File: src/rtl/alu_pkg.sv
// Shared definitions for the ALU command front-end.
// Contents: opcode constants, default widths and depth, command struct, FSM state type.
// Imported by the issue block, its FIFO and any controller that builds commands.
package alu_pkg;

  localparam int ALU_OPW   = 4;  // operand width seen by the ALU A/B inputs
  localparam int ALU_SW    = 3;  // opcode width seen by the ALU S input
  localparam int ALU_RW    = 8;  // ALU result width
  localparam int ALU_DEPTH = 4;  // default command queue depth

  localparam logic [ALU_SW-1:0] OP_ADD = 3'd0;
  localparam logic [ALU_SW-1:0] OP_SUB = 3'd1;
  localparam logic [ALU_SW-1:0] OP_MUL = 3'd2;
  localparam logic [ALU_SW-1:0] OP_AND = 3'd3;
  localparam logic [ALU_SW-1:0] OP_OR  = 3'd4;
  localparam logic [ALU_SW-1:0] OP_XOR = 3'd5;

  typedef struct packed {
    logic [ALU_OPW-1:0] a;
    logic [ALU_OPW-1:0] b;
    logic [ALU_SW-1:0]  op;
  } cmd_t;

  typedef enum logic [1:0] {
    IDLE   = 2'd0,
    SETTLE = 2'd1,
    RESULT = 2'd2
  } state_t;

endpackage

File: src/rtl/alu_cmd_fifo.sv
// Synchronous command FIFO, DEPTH entries of W bits, head visible without a pop.
// Ports: clk/rst_n/clr control; push + push_data write; pop advances head; count/full/empty status.
// Pushes when full and pops when empty are ignored; clr empties the queue and drops a same-cycle push.
module alu_cmd_fifo
  import alu_pkg::*;
#(
  parameter  int DEPTH = ALU_DEPTH,
  parameter  int W     = 2*ALU_OPW + ALU_SW,
  localparam int AW    = $clog2(DEPTH),
  localparam int CW    = $clog2(DEPTH) + 1
) (
  input  logic          clk,
  input  logic          rst_n,
  input  logic          clr,
  input  logic          push,
  input  logic [W-1:0]  push_data,
  input  logic          pop,
  output logic [W-1:0]  head,
  output logic [CW-1:0] count,
  output logic          full,
  output logic          empty
);

  logic [W-1:0]  mem [DEPTH];
  logic [AW-1:0] wr_ptr;
  logic [AW-1:0] rd_ptr;
  logic          push_ok;
  logic          pop_ok;

  assign full    = (count == CW'(DEPTH));
  assign empty   = (count == '0);
  assign push_ok = push && !full && !clr;
  assign pop_ok  = pop && !empty && !clr;
  assign head    = mem[rd_ptr];

  // Storage needs no reset: entries are only read once count says they are valid.
  always_ff @(posedge clk) begin
    if (push_ok) mem[wr_ptr] <= push_data;
  end

  // DEPTH is a power of two, so pointer overflow is the modulo wrap.
  always_ff @(posedge clk or negedge rst_n) begin
    if (!rst_n) begin
      wr_ptr <= '0;
      rd_ptr <= '0;
      count  <= '0;
    end else if (clr) begin
      wr_ptr <= '0;
      rd_ptr <= '0;
      count  <= '0;
    end else begin
      if (push_ok) wr_ptr <= wr_ptr + AW'(1);
      if (pop_ok)  rd_ptr <= rd_ptr + AW'(1);
      count <= count + CW'(push_ok) - CW'(pop_ok);
    end
  end

endmodule

File: src/rtl/alu_cmd_issue.sv
// Queues {A,B,op} commands, drives them one at a time into a combinational ALU, returns its result.
// Ports: in_* command handshake; alu_a/b/s out to the ALU, alu_out back; res_* result handshake; count.
// Accept to res_valid is two edges; results hold until res_ready; in_ready drops when the queue is full.
module alu_cmd_issue
  import alu_pkg::*;
#(
  parameter int DEPTH = ALU_DEPTH,
  parameter int OPW   = ALU_OPW,
  parameter int SW    = ALU_SW,
  parameter int RW    = ALU_RW
) (
  input  logic                   clk,
  input  logic                   rst_n,
  input  logic                   clr,
  input  logic                   in_valid,
  output logic                   in_ready,
  input  logic [OPW-1:0]         in_a,
  input  logic [OPW-1:0]         in_b,
  input  logic [SW-1:0]          in_op,
  output logic [OPW-1:0]         alu_a,
  output logic [OPW-1:0]         alu_b,
  output logic [SW-1:0]          alu_s,
  input  logic [RW-1:0]          alu_out,
  output logic                   res_valid,
  input  logic                   res_ready,
  output logic [RW-1:0]          res_data,
  output logic [SW-1:0]          res_op,
  output logic                   res_err,
  output logic [$clog2(DEPTH):0] count
);

  localparam int CMDW = 2*OPW + SW;

  state_t          state;
  state_t          state_nxt;
  logic [CMDW-1:0] head;
  logic            full;
  logic            empty;
  logic            push;
  logic            pop;

  // No bypass: a full queue refuses input even if a pop happens this cycle.
  assign in_ready  = !full;
  assign push      = in_valid && in_ready;
  assign res_valid = (state == RESULT);

  alu_cmd_fifo #(
    .DEPTH (DEPTH),
    .W     (CMDW)
  ) u_fifo (
    .clk       (clk),
    .rst_n     (rst_n),
    .clr       (clr),
    .push      (push),
    .push_data ({in_a, in_b, in_op}),
    .pop       (pop),
    .head      (head),
    .count     (count),
    .full      (full),
    .empty     (empty)
  );

  always_ff @(posedge clk or negedge rst_n) begin
    if (!rst_n) state <= IDLE;
    else        state <= state_nxt;
  end

  // A pop loads the ALU registers; consuming a result with more work queued
  // goes straight back to SETTLE, giving one result every two cycles.
  always_comb begin
    state_nxt = state;
    pop       = 1'b0;
    if (clr) begin
      state_nxt = IDLE;
    end else begin
      unique case (state)
        IDLE: begin
          if (!empty) begin
            pop       = 1'b1;
            state_nxt = SETTLE;
          end
        end
        SETTLE: begin
          state_nxt = RESULT;
        end
        RESULT: begin
          if (res_ready) begin
            if (!empty) begin
              pop       = 1'b1;
              state_nxt = SETTLE;
            end else begin
              state_nxt = IDLE;
            end
          end
        end
        default: state_nxt = IDLE;
      endcase
    end
  end

  // ALU operands persist after the result is consumed; only the next pop changes them.
  always_ff @(posedge clk or negedge rst_n) begin
    if (!rst_n) begin
      alu_a <= '0;
      alu_b <= '0;
      alu_s <= '0;
    end else if (pop) begin
      {alu_a, alu_b, alu_s} <= head;
    end
  end

  // The ALU has had a full cycle to settle on the registered operands by SETTLE.
  always_ff @(posedge clk or negedge rst_n) begin
    if (!rst_n) begin
      res_data <= '0;
      res_op   <= '0;
      res_err  <= 1'b0;
    end else if (!clr && state == SETTLE) begin
      res_data <= alu_out;
      res_op   <= alu_s;
      res_err  <= alu_s[2] & alu_s[1];
    end
  end

endmodule

File: config.mk
export PLATFORM = sky130hd
export DESIGN_NAME = alu_cmd_issue
export DESIGN_NICKNAME = d
export VERILOG_FILES = /design/src/rtl/alu_pkg.sv /design/src/rtl/alu_cmd_fifo.sv /design/src/rtl/alu_cmd_issue.sv
export SDC_FILE = /design/constraint.sdc
export NUM_CORES = 1
export LEC_CHECK = 0
export ABC_AREA = 1
export BUFFER_PORTS_ARGS = -buffer_cell sky130_fd_sc_hd__buf_2
export CELL_PAD_IN_SITES_DETAIL_PLACEMENT = 2
export CELL_PAD_IN_SITES_GLOBAL_PLACEMENT = 2
export CORE_MARGIN = 2
export CORE_UTILIZATION = 30
export CTS_BUF_LIST = sky130_fd_sc_hd__clkbuf_4 sky130_fd_sc_hd__clkbuf_8
export DETAILED_ROUTE_END_ITERATION = 10
export PLACE_DENSITY_LB_ADDON = 0.1
export SKIP_CTS_REPAIR_TIMING = 1
export SYNTH_ARGS = -nofsm -noshare
export SYNTH_HDL_FRONTEND = slang
export SYNTH_HIERARCHICAL = 1
export SYNTH_SLANG_ARGS = --single-unit
File: constraint.sdc
create_clock -name clk -period 2.7 [get_ports clk]
set_input_delay 0 -clock clk [delete_from_list [all_inputs] [get_ports clk]]
set_output_delay 0 -clock clk [all_outputs]
set_load 0.03 [all_outputs]
## Yosys cells after proc, flatten, opt, wreduce, memory -nomap -nowiden

Memories as Yosys holds them, arrays and structs flattened. A register that Yosys moved wholly into a read port is not among the register bits.
Cells that the tools add are included.

| word-level totals | value |
|---|---|
| register bits after elaboration | 21 |
| memory bits (writable) | 44 |
| input bits | 24 |
| output and inout bits | 28 |
| logic and storage cells | 49 |
| memories | 1 |

| operators by class | value |
|---|---|
| add/sub/neg operators | 4 |
| equal/unequal tests | 5 |
| muxes and demuxes | 16 |
| bitwise gates (word level) | 1 |
| reductions and logical operators | 15 |

Memories:

| name | depth | width | read ports | clocked after memory_dff | write ports | line | text |
|---|---|---|---|---|---|---|---|
| u_fifo.mem | 4 | 11 | 1 | 1 | 1 | alu_cmd_fifo.sv:24 | `logic [W-1:0] mem [DEPTH];` |

Operators by type and width:

| cell | count |
|---|---|
| 2-bit 2-to-1 mux | 7 |
| 1-bit logical AND | 6 |
| 1-bit 2-to-1 mux | 6 |
| 2-bit one-hot mux with 3 select lines | 1 |
| 2-bit by 1-bit adder with 2-bit output (second input constant) | 2 |
| 1-bit logical NOT | 4 |
| 2-bit nonzero test | 2 |
| 3-bit by 1-bit adder with 3-bit output | 1 |
| 3-bit equality test (second input constant) | 1 |
| 3-bit logical NOT | 1 |
| 3-bit 2-to-1 mux | 1 |
| 3-bit by 2-bit != test with 1-bit output (second input constant) | 1 |
| 3-bit != test (second input constant) | 1 |
| 3-bit by 1-bit subtractor with 3-bit output | 1 |
| 2-bit by 1-bit equality test with 1-bit output (second input constant) | 1 |
| 2-bit equality test (second input constant) | 1 |
| 2-bit logical NOT | 1 |
| 1-bit one-hot mux with 2 select lines | 1 |
| 2-bit AND reduction | 1 |
| 1-bit bitwise AND | 1 |

## Depth between registers and ports, before layout

| logic depth | value |
|---|---|
| depth after elaboration | 9 |
| mapped depth | 17 |
| mapped depth without buffers | 16 |

## Hierarchy

The synthesis kept the hierarchy.

Modules (own cells, without submodules):

| module | instances | cells each | area each (sq um) | sequential area each (sq um) |
|---|---|---|---|---|
| alu_cmd_fifo | 1 | 168 | 2098.3 | 1496.4 |
| alu_cmd_issue | 1 | 118 | 1064.8 | 625.6 |

## Worst setup path before layout

Ideal clock, no wire load.

| timing | value |
|---|---|
| path kind | register -> register |
| from | reg u_fifo.count[1] |
| to | reg u_fifo.count[2] |
| setup time | 119 ps |
| data arrival time | 2361 ps |
| data required time | 2581 ps |
| path slack | 220 ps |
| cell stages (with the launch flop) | 17 |
| buffers on the path | 1 |
| period minus slack after synthesis | 2480 ps |
| cells stage by stage | dfrtp_1 -> nor2_1 -> nand2_1 -> inv_1 -> inv_1 -> nand3_2 -> buf_6 -> inv_1 -> nand2_1 -> nor2_1 -> ha_1 -> inv_1 -> ha_1 -> inv_1 -> fa_1 -> a21oi_1 -> nor2_1 |

| on the way | value |
|---|---|
| cells in the longest elaborated chain, start to end | 9 |
| elaborated cells on any way between the ends | 16 |
| classes of those cells | add/sub: 2; eq/ne: 1; mux: 5; reduce/logical: 8 |

RTL lines:

| what | line | text |
|---|---|---|
| start, declared | alu_cmd_fifo.sv:19 | `output logic [CW-1:0] count,` |
| start signal, assigned | alu_cmd_fifo.sv:54 | `count <= count + CW'(push_ok) - CW'(pop_ok);` |
| 3-bit logical NOT * | alu_cmd_fifo.sv:31 | `assign empty = (count == '0);` |
| net empty | alu_cmd_issue.sv:38 | `logic empty;` |
| 1-bit 2-to-1 mux * | alu_cmd_issue.sv:78, alu_cmd_issue.sv:88 |  |
| 1-bit 2-to-1 mux | alu_cmd_issue.sv:87 | `if (res_ready) begin` |
| 1-bit one-hot mux with 2 select lines * | alu_cmd_issue.sv:76 | `unique case (state)` |
| 1-bit 2-to-1 mux * | alu_cmd_issue.sv:73 | `if (clr) begin` |
| net pop | alu_cmd_issue.sv:40 | `logic pop;` |
| 1-bit logical AND * (2 in a row) | alu_cmd_fifo.sv:33 | `assign pop_ok = pop && !empty && !clr;` |
| 3-bit by 1-bit subtractor with 3-bit output * | alu_cmd_fifo.sv:54 |  |
| 3-bit 2-to-1 mux * | alu_cmd_fifo.sv:47 | `end else if (clr) begin` |

The timed path passes the listed nets; every way through them passes the cells marked *.
A chain may end at the register's enable or synchronous reset.

## Worst setup path after layout

| timing | value |
|---|---|
| from | reg u_fifo.count[1] |
| to | reg u_fifo.count[2] |

| on the way | value |
|---|---|
| elaborated cells on any way between the ends | 16 |
| classes of those cells | add/sub: 2; eq/ne: 1; mux: 5; reduce/logical: 8 |

RTL lines:

| what | line | text |
|---|---|---|
| 3-bit equality test | alu_cmd_fifo.sv:30 | `assign full = (count == CW'(DEPTH));` |
| net full | alu_cmd_issue.sv:37 | `logic full;` |
| 1-bit logical NOT | alu_cmd_issue.sv:43 | `assign in_ready = !full;` |
| 1-bit logical AND | alu_cmd_issue.sv:44 | `assign push = in_valid && in_ready;` |
| net push | alu_cmd_issue.sv:39 | `logic push;` |
| 1-bit logical AND (2 in a row) | alu_cmd_fifo.sv:32 | `assign push_ok = push && !full && !clr;` |
| 3-bit by 1-bit adder with 3-bit output | alu_cmd_fifo.sv:54 |  |
| 3-bit by 1-bit subtractor with 3-bit output | alu_cmd_fifo.sv:54 |  |
| 3-bit 2-to-1 mux | alu_cmd_fifo.sv:47 |  |

The timed path passes the listed nets, and every way through them passes these cells.

==> results.py <==
metrics = {
    "flow_run": {
        "drv_cap": 0,
    },
    "power_and_ir_drop": {
        "pwr-share-seq_pct": 41.7,
        "p_sw_share_pct": 40.3,
        "internal_power_uw": 2330,
        "pwr-share-clk_pct": 23.5,
        "irDropWorstVdd_v": 0.000295,
        "power.leakage_uw": 0.00180,
        "p_comb_share_pct": 34.8,
        "netSwitchingPower_uw": 1570,
        "p_per_area_nw_per_um2": 979,
    },
    "placement": {
        "dp_hpwl_mm": 5.37,
        "gp_congestion": 0.656,
        "dp.cells": 469,
        "numPortBuffers": 51,
    },
    "finish": {
        "synthToLayoutAreaGrowth_pct": 25.9,
        "final_common_cell": "nand2_1",
        "drive_above_1_share_pct": 22.4,
        "diodes": 0,
        "stdcell_count": 506,
        "nets": 396,
        "final_cell_mix": "nand2_1, buf_2, edfxtp_1",
    },
    "die": {
        "core_area_sq_um": 10300,
        "dieArea_sq_um": 11400,
        "rows": 37,
        "start_util_pct": 30.8,
        "io-pin-count": 52,
        "fp.dieW_um": 107,
        "fp.dieH_um": 107,
    },
    "run_status": {
        "status": "finished clean",
    },
    "clocking": {
        "clkSinkCount": 76,
        "cts_tree": "yes",
        "cts_buffer_depth": 2,
        "ctsRootBufferMaster": "clkbuf_8",
        "numCtsBuffers": 9,
        "clk_latency_ps": 350,
        "clkTransAtPathRegs_ps": 90,
        "htreeDepth": 3,
    },
    "critical_path": {
        "cp-start-kind": "flip-flop",
        "worstPathCellList": "nor2_1 > nand2_1 > inv_1 > nor2_1 > nand3_2 > ha_1 > inv_1 > ha_1 > inv_1 > fa_1 > nand3_1 > nand2_1 > nor2_1",
        "startpoint": "u_fifo/count[1]",
        "critPathMaxFanout": 5,
        "end_kind": "flip-flop",
        "critPathKind": "reg2reg",
        "critical_path.top_delay_family": "simple AND/OR/NAND/NOR gates",
        "max_stage_delay_ps": 430,
        "arrival_ps": 2700,
        "critPathBufInv": 3,
        "r2r_end": "u_fifo/count[2]",
        "r2r_start": "u_fifo/count[1]",
        "required_ps": 2990,
        "timing.reg2reg.setup_slack_ps": 290,
        "crit_cells": 13,
        "reg2regPathDepth": 13,
        "worstSetupEndpoint": "u_fifo/count[2]",
        "slowest_stage": "dfrtp_1",
    },
    "detailed_routing": {
        "drc": 0,
        "drt-wirelength-per-cell_um": 15.8,
        "ant_nets": 0,
        "dr.pass1.iters": 4,
        "drt_iter0_drc": 57,
        "via_per_inst": 4.59,
        "routed_wl_mm": 8.02,
        "num_vias": 2322,
    },
    "sta": {
        "max_freq_mhz": 415,
        "slew-limit-headroom_pct": 49.5,
        "period_needed_ps": 2410,
        "fin_skew_ps": 9.85,
        "setup-tns-final_ps": 0,
        "finalSetupViolCount": 0,
        "holdWs_ps": 42.8,
        "hold_viol": 0,
        "fin_crit_sh_pct": 89.2,
        "worst_pin_slew_ps": 757,
        "rsz0062_at_grt": "false",
        "drv_slew": 0,
    },
    "synth": {
        "syn_inst": 286,
        "seq_area_frac_synth_pct": 67.1,
        "ys_ff_latch": 76,
        "syn_nets": 317,
        "syn-cell-area_sq_um": 3160,
        "yosysUniqueCellTypes": 23,
        "yosysWarnings": 6,
        "synth.avg_cell_area_sq_um": 11.1,
    },
    "grt": {
        "antenna_found_initial": 0,
        "grt_pass1_wl_mm": 12.6,
        "grt_overflow": 0,
        "grt_max_degree": 33,
        "grt_pass1_vias": 2371,
        "grt.total_usage_pct": 14.7,
    },
    "min_path": {
        "min_from": "in_valid",
        "min_path_type": "in2reg",
    },
}
[cell type report]
| type | count | area [sq um] |
|---|---|---|
| fill | 1140 | 6290 |
| sequential | 76 | 2120 |
| multi-input combinational | 174 | 865 |
| timing repair buffer | 81 | 533 |
| tap | 136 | 170 |
| clock buffer | 9 | 124 |
| inverter | 23 | 86.3 |
| clock inverter | 7 | 83.8 |
[stage by stage]
| step | utilization, % | setup slack (ps) | instance area (sq um) | power (uW) |
|---|---|---|---|---|
| final | 38.8 | 293 | 3980 | 3900 |
| after global routing | 38.8 | 33.7 | 3980 | 4180 |
| after CTS | 36.7 | 263 | 3770 | 3950 |
| after detailed placement | 34.7 | 289 | 3570 | 3020 |
| after global placement | 34.7 | 380 | 3570 | 2980 |
| after floorplan | - | 220 | 3160 | 2570 |
[state kept, by name, summed over array words and instances (netlist names), 3 cells and up]
| register | count |
|---|---|
| alu_a | 4 |
| alu_b | 4 |
| alu_s | 3 |
| u_fifo/count | 3 |
| res_op | 3 |
| res_data | 8 |
| u_fifo/mem | 44 |
[cells in the mapped netlist (all sizes together)]
master,number,area [sq um]
clkinv,1,3.75
ha,6,75.1
nand4,15,93.8
o22ai,11,68.8
fa,1,20.0
edfxtp,44,1320
nand2,63,239
a21oi,1,5.00
nor2,35,141
dfrtp,32,801
nand3,18,100
or2,1,6.26
buf,13,90.1
inv,22,82.6
o21ai,23,115
[metal layers]
metal  track usage [%]  routed length [um]  vias to the layer above
met5                 0                   0                        -
met4              5.57                 112                        0
li1                  -                   -                     1136
met1              18.6                3580                     1131
met3              3.04                 246                        9
met2              24.8                4080                       46
[worst min-delay path, cell delays in order]
cell and delay, ps:
buf_2 90, inv_1 50, nor2_1 70, nand4_1 90, nand2_1 60
[power by group through the flow]
stage / logic [uW] / clock network, uW / registers, uW
final: 1360 / 916 / 1630
after global routing: 1520 / 990 / 1670
after CTS: 1370 / 949 / 1640
after detailed placement: 1360 / 0 / 1660
after global placement: 1330 / 0 / 1650
after floorplan: 599 / 0 / 1970
[worst min path at each step]
| stage | slack, ps | end | cells past startpoint |
|---|---|---|---|
| floorplan | -300 | alu_a[0] | 0 |
| global placement | 130 | res_data[1] | 1 |
| detailed placement | 130 | res_data[1] | 1 |
| CTS | -270 | res_data[1] | 1 |
| global route | 70 | u_fifo/wr_ptr[1] | 5 |
| finish | 40 | u_fifo/wr_ptr[1] | 5 |
[cells by family (layout without fill, tap and decap cells)]
group / after synthesis / in the layout / share of synthesized area, %
and+or+nand+nor: 132 / 132 / 18.4
AOI/OAI and AO/OA: 35 / 35 / 5.97
adders and majority gates: 7 / 7 / 3.01
buffers and inverters: 36 / 120 / 5.58
DFF: 76 / 76 / 67.1
(Power assumes the default switching activity.)
